$ cat src/rtl/fp_pkg.sv
// Shared floating-point definitions: class-flag bit positions and the
// single-precision field widths used as parameter defaults.
package fp_pkg;

    localparam int CLS_ZERO   = 0;
    localparam int CLS_DENORM = 1;
    localparam int CLS_INF    = 2;
    localparam int CLS_QNAN   = 3;
    localparam int CLS_SNAN   = 4;
    localparam int CLS_W      = 5;

    localparam int SP_EXP_W   = 8;
    localparam int SP_FRAC_W  = 23;

endpackage

$ cat src/rtl/fp_unpack_lane.sv
// Combinational decoder for one packed IEEE-754 operand: sign, effective
// exponent, mantissa with hidden bit, and one-hot class flags.
module fp_unpack_lane
    import fp_pkg::*;
#(
    parameter int EXP_W  = SP_EXP_W,
    parameter int FRAC_W = SP_FRAC_W
) (
    input  logic [EXP_W+FRAC_W:0] op_i,
    output logic                  sign_o,
    output logic [EXP_W-1:0]      exp_o,
    output logic [FRAC_W:0]       man_o,
    output logic [CLS_W-1:0]      cls_o
);

    logic [EXP_W-1:0]  expField;
    logic [FRAC_W-1:0] fracField;

    assign sign_o    = op_i[EXP_W+FRAC_W];
    assign expField  = op_i[FRAC_W +: EXP_W];
    assign fracField = op_i[FRAC_W-1:0];

    // Denormals report an effective exponent of 1 so downstream alignment
    // can treat them like normals with a zero hidden bit.
    always_comb begin
        exp_o = expField;
        man_o = {1'b1, fracField};
        cls_o = '0;
        if (expField == '0) begin
            man_o = {1'b0, fracField};
            if (fracField == '0) begin
                cls_o[CLS_ZERO] = 1'b1;
                exp_o           = '0;
            end else begin
                cls_o[CLS_DENORM] = 1'b1;
                exp_o             = EXP_W'(1);
            end
        end else if (&expField) begin
            if (fracField == '0) begin
                cls_o[CLS_INF] = 1'b1;
            end else if (fracField[FRAC_W-1]) begin
                cls_o[CLS_QNAN] = 1'b1;
            end else begin
                cls_o[CLS_SNAN] = 1'b1;
            end
        end
    end

endmodule

$ cat src/rtl/fp_unpack_pipe.sv
// Two-stage elastic unpacker: S1 registers raw operands, S2 registers the
// decoded fields of every operand. Full throughput when out_ready is held.
module fp_unpack_pipe
    import fp_pkg::*;
#(
    parameter int EXP_W  = SP_EXP_W,
    parameter int FRAC_W = SP_FRAC_W,
    parameter int NOPS   = 2
) (
    input  logic                         clk,
    input  logic                         rst_n,
    input  logic                         in_valid,
    output logic                         in_ready,
    input  logic [NOPS*(1+EXP_W+FRAC_W)-1:0] in_data,
    output logic                         out_valid,
    input  logic                         out_ready,
    output logic [NOPS-1:0]              out_sign,
    output logic [NOPS*EXP_W-1:0]        out_exp,
    output logic [NOPS*(FRAC_W+1)-1:0]   out_man,
    output logic [NOPS*CLS_W-1:0]        out_cls,
    output logic [1:0]                   occupancy
);

    localparam int W  = 1 + EXP_W + FRAC_W;
    localparam int MW = FRAC_W + 1;

    logic                    rdyEn_q;
    logic                    s1Valid_q;
    logic [NOPS*W-1:0]       s1Data_q;
    logic                    s2Valid_q;
    logic [NOPS-1:0]         s2Sign_q;
    logic [NOPS*EXP_W-1:0]   s2Exp_q;
    logic [NOPS*MW-1:0]      s2Man_q;
    logic [NOPS*CLS_W-1:0]   s2Cls_q;

    logic [NOPS-1:0]         decSign_d;
    logic [NOPS*EXP_W-1:0]   decExp_d;
    logic [NOPS*MW-1:0]      decMan_d;
    logic [NOPS*CLS_W-1:0]   decCls_d;
    logic                    s1Advance;

    // rdyEn_q keeps in_ready low throughout reset and until the first edge after release.
    assign s1Advance = !s2Valid_q || out_ready;
    assign in_ready  = rdyEn_q && (!s1Valid_q || s1Advance);

    for (genvar i = 0; i < NOPS; i++) begin : gLane
        fp_unpack_lane #(
            .EXP_W  (EXP_W),
            .FRAC_W (FRAC_W)
        ) uLane (
            .op_i   (s1Data_q[i*W +: W]),
            .sign_o (decSign_d[i]),
            .exp_o  (decExp_d[i*EXP_W +: EXP_W]),
            .man_o  (decMan_d[i*MW +: MW]),
            .cls_o  (decCls_d[i*CLS_W +: CLS_W])
        );
    end

    always_ff @(posedge clk or negedge rst_n) begin
        if (!rst_n) begin
            rdyEn_q   <= 1'b0;
            s1Valid_q <= 1'b0;
            s1Data_q  <= '0;
            s2Valid_q <= 1'b0;
            s2Sign_q  <= '0;
            s2Exp_q   <= '0;
            s2Man_q   <= '0;
            s2Cls_q   <= '0;
        end else begin
            rdyEn_q <= 1'b1;
            if (in_ready) begin
                s1Valid_q <= in_valid;
            end
            if (in_ready && in_valid) begin
                s1Data_q <= in_data;
            end
            if (s1Advance) begin
                s2Valid_q <= s1Valid_q;
                if (s1Valid_q) begin
                    s2Sign_q <= decSign_d;
                    s2Exp_q  <= decExp_d;
                    s2Man_q  <= decMan_d;
                    s2Cls_q  <= decCls_d;
                end
            end
        end
    end

    assign out_valid = s2Valid_q;
    assign out_sign  = s2Sign_q;
    assign out_exp   = s2Exp_q;
    assign out_man   = s2Man_q;
    assign out_cls   = s2Cls_q;
    assign occupancy = {1'b0, s1Valid_q} + {1'b0, s2Valid_q};

endmodule

$ cat config.mk
export PLATFORM = sky130hd
export DESIGN_NAME = fp_unpack_pipe
export DESIGN_NICKNAME = d
export VERILOG_FILES = /design/src/rtl/fp_pkg.sv /design/src/rtl/fp_unpack_lane.sv /design/src/rtl/fp_unpack_pipe.sv
export SDC_FILE = /design/constraint.sdc
export NUM_CORES = 1
export LEC_CHECK = 0
export CORE_MARGIN = 5
export CORE_UTILIZATION = 35
export DETAILED_ROUTE_END_ITERATION = 8
export GPL_TIMING_DRIVEN = 0
export PLACE_DENSITY = 0.6
export SLEW_MARGIN = 20
export SYNTH_ARGS = -nofsm -noshare
export SYNTH_HDL_FRONTEND = slang
export SYNTH_SLANG_ARGS = --single-unit
$ cat constraint.sdc
create_clock -name clk -period 3 [get_ports clk]
set_clock_uncertainty 0.05 [all_clocks]
set_input_delay 0.6 -clock clk [delete_from_list [all_inputs] [get_ports clk]]
set_output_delay 0.6 -clock clk [all_outputs]
set_load 0.01 [all_outputs]
==> summary.txt, run 1 <==
Status
  – Status: completed

Finish
  – Share of cells above drive strength 1: 17.9%
  – Design Area, Final: approximately 0.0082 sq mm
  – Antenna cells: 0
  – Number of nets in the layout: 718
  – Syn-to-layout area delta: 42.1%
  – Leading cell type in the layout, fill and taps excluded: nand2_1
  – Most frequent cells in the layout: 196 x nand2_1, 146 x clkdlybuf4s50_1, 143 x dfrtp_1
  – Fill cells: 1,450
  – Layout Utilization: 50.1%

Route
  – Drt initial violations: between 150 and 200
  – Vias: 3,974
  – ANT nets after route: 0
  – Drt pass-1 iters: 4
  – Avg WL per Cell: roughly 16 um
  – Routed wire length: 14,300 um
  – Vias/cell: around 4.5
  – DRC Markers: 0

Timing
  – Total negative setup slack: 0 ps
  – FMAX: about 400 MHz
  – Final period util: roughly 85%
  – Final Slew Violations: 0
  – RSZ-0062 raised after global routing: false
  – Final min period: around 2600 ps
  – Final setup vio count: 0
  – Hold Vio Cnt, Final: 0

Synthesis
  – #FFs+latches synth: ~140
  – Mapped Nets: approximately 550
  – Syn_area_per_cell: around 12 sq um
  – Netlist cell types: 29
  – Synthesized area: around 0.0058 sq mm
  – Post-synthesis cell count: approximately 480
  – Register area share after synthesis: 61.9%
  – Synth Warn #: 0

Clock tree
  – TritonCTS Buffers: 17
  – Sink Count: 143
  – Clock latency at the later pin of the worst-skew pair: 410 ps
  – CTS tree: built
  – Reg clk slew, reported paths: 60 ps
  – Post-CTS setup buffers: 0
  – Max clock buf depth: 2
  – H-tree depth: 4
  – Root buf cell: clkbuf_16
  – Post_cts resized: 0
  – CTS Hold Bufs: 0

Setup path
  – Worst Setup EP: in_ready
  – Reg2reg start: s1Data_q[1]
  – CP arrival: 1910 ps
  – R2R setup slack: between 1000 and 1500 ps
  – Crit Reg-Reg Endpoint: out_exp[0]
  – Crit path from: out_ready
  – Reg2Reg Depth: 4
  – WP data required: roughly 2400 ps
  – CP startpoint kind: primary input
  – CP endpoint kind: output port
  – Crit Path Class: primary input to output port
  – Worst Path Max Fanout: 4

Floorplan
  – Die H: ~140 um
  – Io pins: roughly 150
  – Initial Util: a little over a third
  – Die area: 0.0192 sq mm
  – Horiz. Die Dim: 139 um
  – Core area: 0.0164 sq mm
  – Site Rows: between 40 and 50

Global routing
  – Vias in the first global route: around 4,300
  – Largest net degree at the start of global routing: between 80 and 90
  – All-Layer GR Usage: between 15 and 20%
  – Initial antenna violation count: 0
  – First-pass GRT wire length: approximately 24,000 um
  – Remaining Overflow, GRT: 0

Place
  – Cell Area, Placed: ~0.0076 sq mm
  – Port bufs: around 150
  – RD Place Congestion: between 0.7 and 0.8
  – Detailed Place HPWL: 10,400 um

Pwr
  – Max VDD drop: between 0.0004 and 0.0005 V
  – Power Total: a little under 7 mW
  – Lkg Pwr: a little under 4 nW
  – PwrDens: 827 mW/mm^2

Run
  – Max Cap Violations: 0

Hold path
  – Hold Crit Class: primary input to asynchronous set/reset pin
-- routing by layer --
metal  wire length, um  vias up  GRT usage (%)
met5                 0        -              0
li1                  -     1927              -
met2              6770      108           24.8
met4               165        0           4.52
met1              6590     1921           20.3
met3               802       18           4.97
-- stage by stage --
step	hold slack [ps]	setup slack, ps	instances
after floorplan	254	1230	482
after global placement	393	-4330	849
after detailed placement	410	459	850
after CTS	59.8	444	881
after global routing	71.3	409	881
final	47.0	443	881
-- worst min-delay path by stage --
| stage | cells past startpoint | endpoint | slack (ps) |
|---|---|---|---|
| 2_1_floorplan | 0 | out_cls[0] | 250 |
| 3_3_place_gp | 2 | out_sign[0] | 390 |
| 3_5_place_dp | 2 | out_sign[0] | 410 |
| 4_1_cts | 1 | s1Data_q[45] | 60 |
| 5_1_grt | 1 | s1Data_q[44] | 70 |
| 6_report | 1 | s1Data_q[45] | 50 |
-- report_power, final --
group | internal (mW) | leakage, nW | switching (mW)
logic | 1.01 | 1.83 | 0.700
clock network | 1.54 | 0.315 | 0.789
registers | 2.41 | 1.74 | 0.343
-- sequential cells by signal, summed over array words and instances (netlist names) --
register / flops
out_cls: 10
out_exp: 16
out_man: 48
out_sign: 2
out_valid: 1
rdyEn_q: 1
s1Data_q: 64
s1Valid_q: 1
-- kinds of logic after synthesis --
group	count (synthesis)	synth area share [%]
and+or+nand+nor	231	16.4
DFF	143	61.9
muxes	65	15.8
buffers and inverters	24	3.55
AOI/OAI and AO/OA	17	2.01
adders and majority gates	1	0.216
other	1	0.0649
-- synthesized netlist by cell type --
| cell type | count | area, sq um |
|---|---|---|
| mux2_4 | 49 | 736 |
| dfrtp_1 | 143 | 3580 |
| nor4_1 | 14 | 87.6 |
| or2_0 | 1 | 6.26 |
| o21ai_0 | 8 | 40.0 |
| o21a_4 | 1 | 15.0 |
| o21a_1 | 2 | 15.0 |
| o31ai_1 | 3 | 22.5 |
| inv_1 | 1 | 3.75 |
| ha_1 | 1 | 12.5 |
| nor3_1 | 3 | 15.0 |
| inv_2 | 1 | 3.75 |
| nor2_1 | 4 | 15.0 |
| clkbuf_1 | 4 | 15.0 |
| o22ai_1 | 1 | 6.26 |
| a22o_1 | 2 | 17.5 |
| mux2_2 | 15 | 169 |
| buf_12 | 6 | 120 |
| nand2b_4 | 1 | 13.8 |
| mux2i_1 | 1 | 10.0 |
| and2_1 | 1 | 6.26 |
| nand4_1 | 6 | 37.5 |
| buf_2 | 11 | 55.1 |
| buf_4 | 1 | 7.51 |
| conb_1 | 1 | 3.75 |
| nand2_1 | 196 | 736 |
| nand2_4 | 1 | 11.3 |
| nand3_1 | 2 | 10.0 |
| or3_1 | 2 | 12.5 |
-- area by class of cell --
cell class / instances / area, sq um / area share [%]
Clock buffer: 21 / 470 / 5.73
Sequential cell: 143 / 3580 / 43.6
Buffer: 22 / 198 / 2.41
Tap cell: 220 / 275 / 3.35
Multi-Input combinational cell: 315 / 2000 / 24.3
Clock inverter: 10 / 184 / 2.24
Timing Repair Buffer: 148 / 1500 / 18.3
Inverter: 2 / 7.51 / 0.0914
-- worst max-delay path: stages --
cell and delay (ps):
clkdlybuf4s50_1 460, nand2b_4 140, o21a_4 150, clkdlybuf4s50_1 550
No activity file was read; power rests on OpenSTA's default activity.
==> run 2: changes to the inputs <==
- SYNTH_HIERARCHICAL: default -> 1
==> run 2 against run 1 <==
Via count is 4.0% lower. Highest routed layer is now met5. Register-to-register slack lost 160 ps. Non-clock buffer count rose by 54. Largest power group unchanged. Global-route usage fell by 0.72 points.
==> summary.txt, run 2 <==
Place
  – RD Place Congestion: around 0.75
  – Dpl ws: between 400 and 500 ps
  – Port bufs: between 100 and 150
  – Detailed Place HPWL: 10,500 um
  – Cell Area, Placed: 0.00804 sq mm

Floorplan
  – Die H: ~140 um
  – Initial Util: between 30% and 40%
  – Io pins: between 100 and 150
  – Horiz. Die Dim: around 140 um
  – Die area: between 0.02 and 0.025 sq mm
  – Site Rows: 48
  – Core area: 0.0174 sq mm

Synthesis
  – Syn_area_per_cell: ~15 sq um
  – Most common cell in the synthesized netlist: dfrtp_1
  – Synthesized area: ~0.0063 sq mm
  – #FFs+latches synth: around 140
  – Main synth FF type: dfrtp_1
  – Post-synth top area cell: dfrtp_1
  – Synth top area share: a little under three fifths
  – Mapped Nets: between 400 and 500
  – Post-synthesis cell count: between 400 and 500
  – Top post-synthesis cells by area: dfrtp_1 57%, mux2_2 18%, mux2_4 9.6%
  – List of most frequent post-synthesis cells: 143 x dfrtp_1, 100 x mux2_2, 48 x buf_4
  – Register area share after synthesis: a little under three fifths
  – Synth Warn #: 6
  – Netlist cell types: 27
  – Async S/R FF share, synth: 100%
  – EDFF count, synth: 0

Clock tree
  – Max clock buf depth: 2
  – Reg clk slew, reported paths: 60 ps
  – H-tree depth: 4
  – TritonCTS Buffers: 17
  – Post_cts resized: 0
  – Clock latency at the later pin of the worst-skew pair: 420 ps
  – CTS Hold Bufs: 0
  – Post-CTS setup buffers: 0
  – CTS tree: built
  – Root buf cell: clkbuf_16
  – Sink Count: 143

Setup path
  – CP startpoint kind: primary input
  – Slowest-stage cell, CP: clkdlybuf4s50_1
  – CP most frequent cell: clkdlybuf4s50_1
  – CP endpoint kind: output port
  – CP arrival: ~1900 ps
  – CP delay by family, top: buffers and inverters
  – Crit Path Class: primary input to output port
  – CP Cell Sequence: clkdlybuf4s50_1, nor2b_4, a21oi_1, clkdlybuf4s50_1
  – Worst path bufs/invs: 2
  – Max stage delay on crit path: about 550 ps
  – WP data required: approximately 2400 ps
  – Worst Path Max Fanout: 3

Finish
  – Number of nets in the layout: between 600 and 700
  – Most flop-heavy register: s1Data_q
  – Antenna cells: 0
  – Design Area, Final: 0.00868 sq mm
  – Leading cell type in the layout, fill and taps excluded: clkdlybuf4s50_1
  – Syn-to-layout area delta: 38.7%
  – Fill cells: approximately 1,500
  – Share of cells above drive strength 1: 40.5%
  – Layout Utilization: between 40% and 50%
  – Max FFs per register: between 60 and 70
  – Most frequent cells in the layout: 146 x clkdlybuf4s50_1, 143 x dfrtp_1, 100 x mux2_2

Run
  – Max Cap Violations: 0

Timing
  – Tightest Pin Transition: between 600 and 700 ps
  – FMAX: approximately 400 MHz
  – Final min period: between 2000 and 3000 ps
  – Final setup vio count: 0
  – Final period util: a little over four fifths
  – RSZ-0062 raised after global routing: false
  – Rel. slew slack: 56.1%
  – Final WS setup: roughly 480 ps
  – Total negative setup slack: 0 ps
  – Final Slew Violations: 0
  – Hold Vio Cnt, Final: 0

Global routing
  – Initial antenna violation count: 2
  – First-pass GRT wire length: around 23,000 um
  – Largest net degree at the start of global routing: slightly below 80
  – All-Layer GR Usage: roughly 15%
  – Remaining Overflow, GRT: 0
  – Vias in the first global route: approximately 4,200

Hold path
  – Hold Crit Class: primary input to asynchronous set/reset pin

Route
  – Avg WL per Cell: 17.5 um
  – DRC Markers: 0
  – Drt initial violations: between 150 and 200
  – ANT nets after route: 0
  – Routed wire length: 14,400 um
  – Drt pass-1 iters: 4
  – Vias: 3,814
  – Vias/cell: roughly 4.6

Pwr
  – PwrDens: slightly above 800 mW/mm^2
  – Max VDD drop: approximately 0.00042 V
  – Power Total: roughly 7.2 mW
  – Lkg Pwr: ~3.8 nW

Status
  – Status: completed
==> run 2: metal layers <==
metal	track usage (%)	up-vias	wire length, um
met5	0	-	27
met3	7.02	20	1350
met2	22.9	114	6680
li1	-	1748	-
met4	5.05	4	196
met1	18.2	1928	6170
==> run 2: through the flow <==
| step | hold WS [ps] | cells |
|---|---|---|
| final | 91.5 | 825 |
| after detailed placement | 442 | 794 |
| after floorplan | 254 | 421 |
| after global placement | 440 | 793 |
| after global routing | 139 | 825 |
| after CTS | 120 | 825 |
==> run 2: layout make-up <==
type / count / area [sq um] / share of cell area, %
buffer: 76 / 554 / 6.39
clock inverter: 11 / 189 / 2.18
sequential: 143 / 3580 / 41.2
inverter: 3 / 11.3 / 0.130
multi-input combinational: 199 / 2110 / 24.3
clock buffer: 20 / 447 / 5.15
tap: 225 / 282 / 3.24
timing repair buffer: 148 / 1500 / 17.3
==> run 2: worst register-to-register path, delay by kind of cell (launching register included) <==
kind / cells / cell delay [ps]
AO/OA/AOI/OAI: 1 / 90
flip-flops: 1 / 390
AND/OR/NAND/NOR: 2 / 990
multiplexers: 1 / 270
==> run 2: worst paths after layout <==
path                       slack, ps     endpoint  cells past startpoint          from
setup / recovery                 480     in_ready                      4     out_ready
hold / removal                    90  out_man[38]                      1         rst_n
setup reg to reg                1090   out_exp[8]                      4  s1Data_q[33]
hold reg to reg                  450   out_cls[8]                      1    out_cls[8]
max in group asynchronous       2060  s1Data_q[6]                      2         rst_n
min in group clk                 450   out_cls[8]                      1    out_cls[8]
==> run 2: logic make-up (layout without fill, tap and decap cells) <==
logic type | Yosys count | in the layout | synth area share [%]
AOI/OAI and AO/OA | 11 | 11 | 1.14
adders and majority gates | 1 | 1 | 0.200
buffers and inverters | 79 | 258 | 9.04
DFF | 143 | 143 | 57.2
muxes | 140 | 140 | 27.6
other | 1 | 1 | 0.0599
and+or+nand+nor | 46 | 46 | 4.76
==> run 2: where the power goes <==
group	switching, mW	internal [mW]
sequential	0.349	2.45
clock	0.800	1.49
combinational	0.685	1.41
total	1.83	5.35
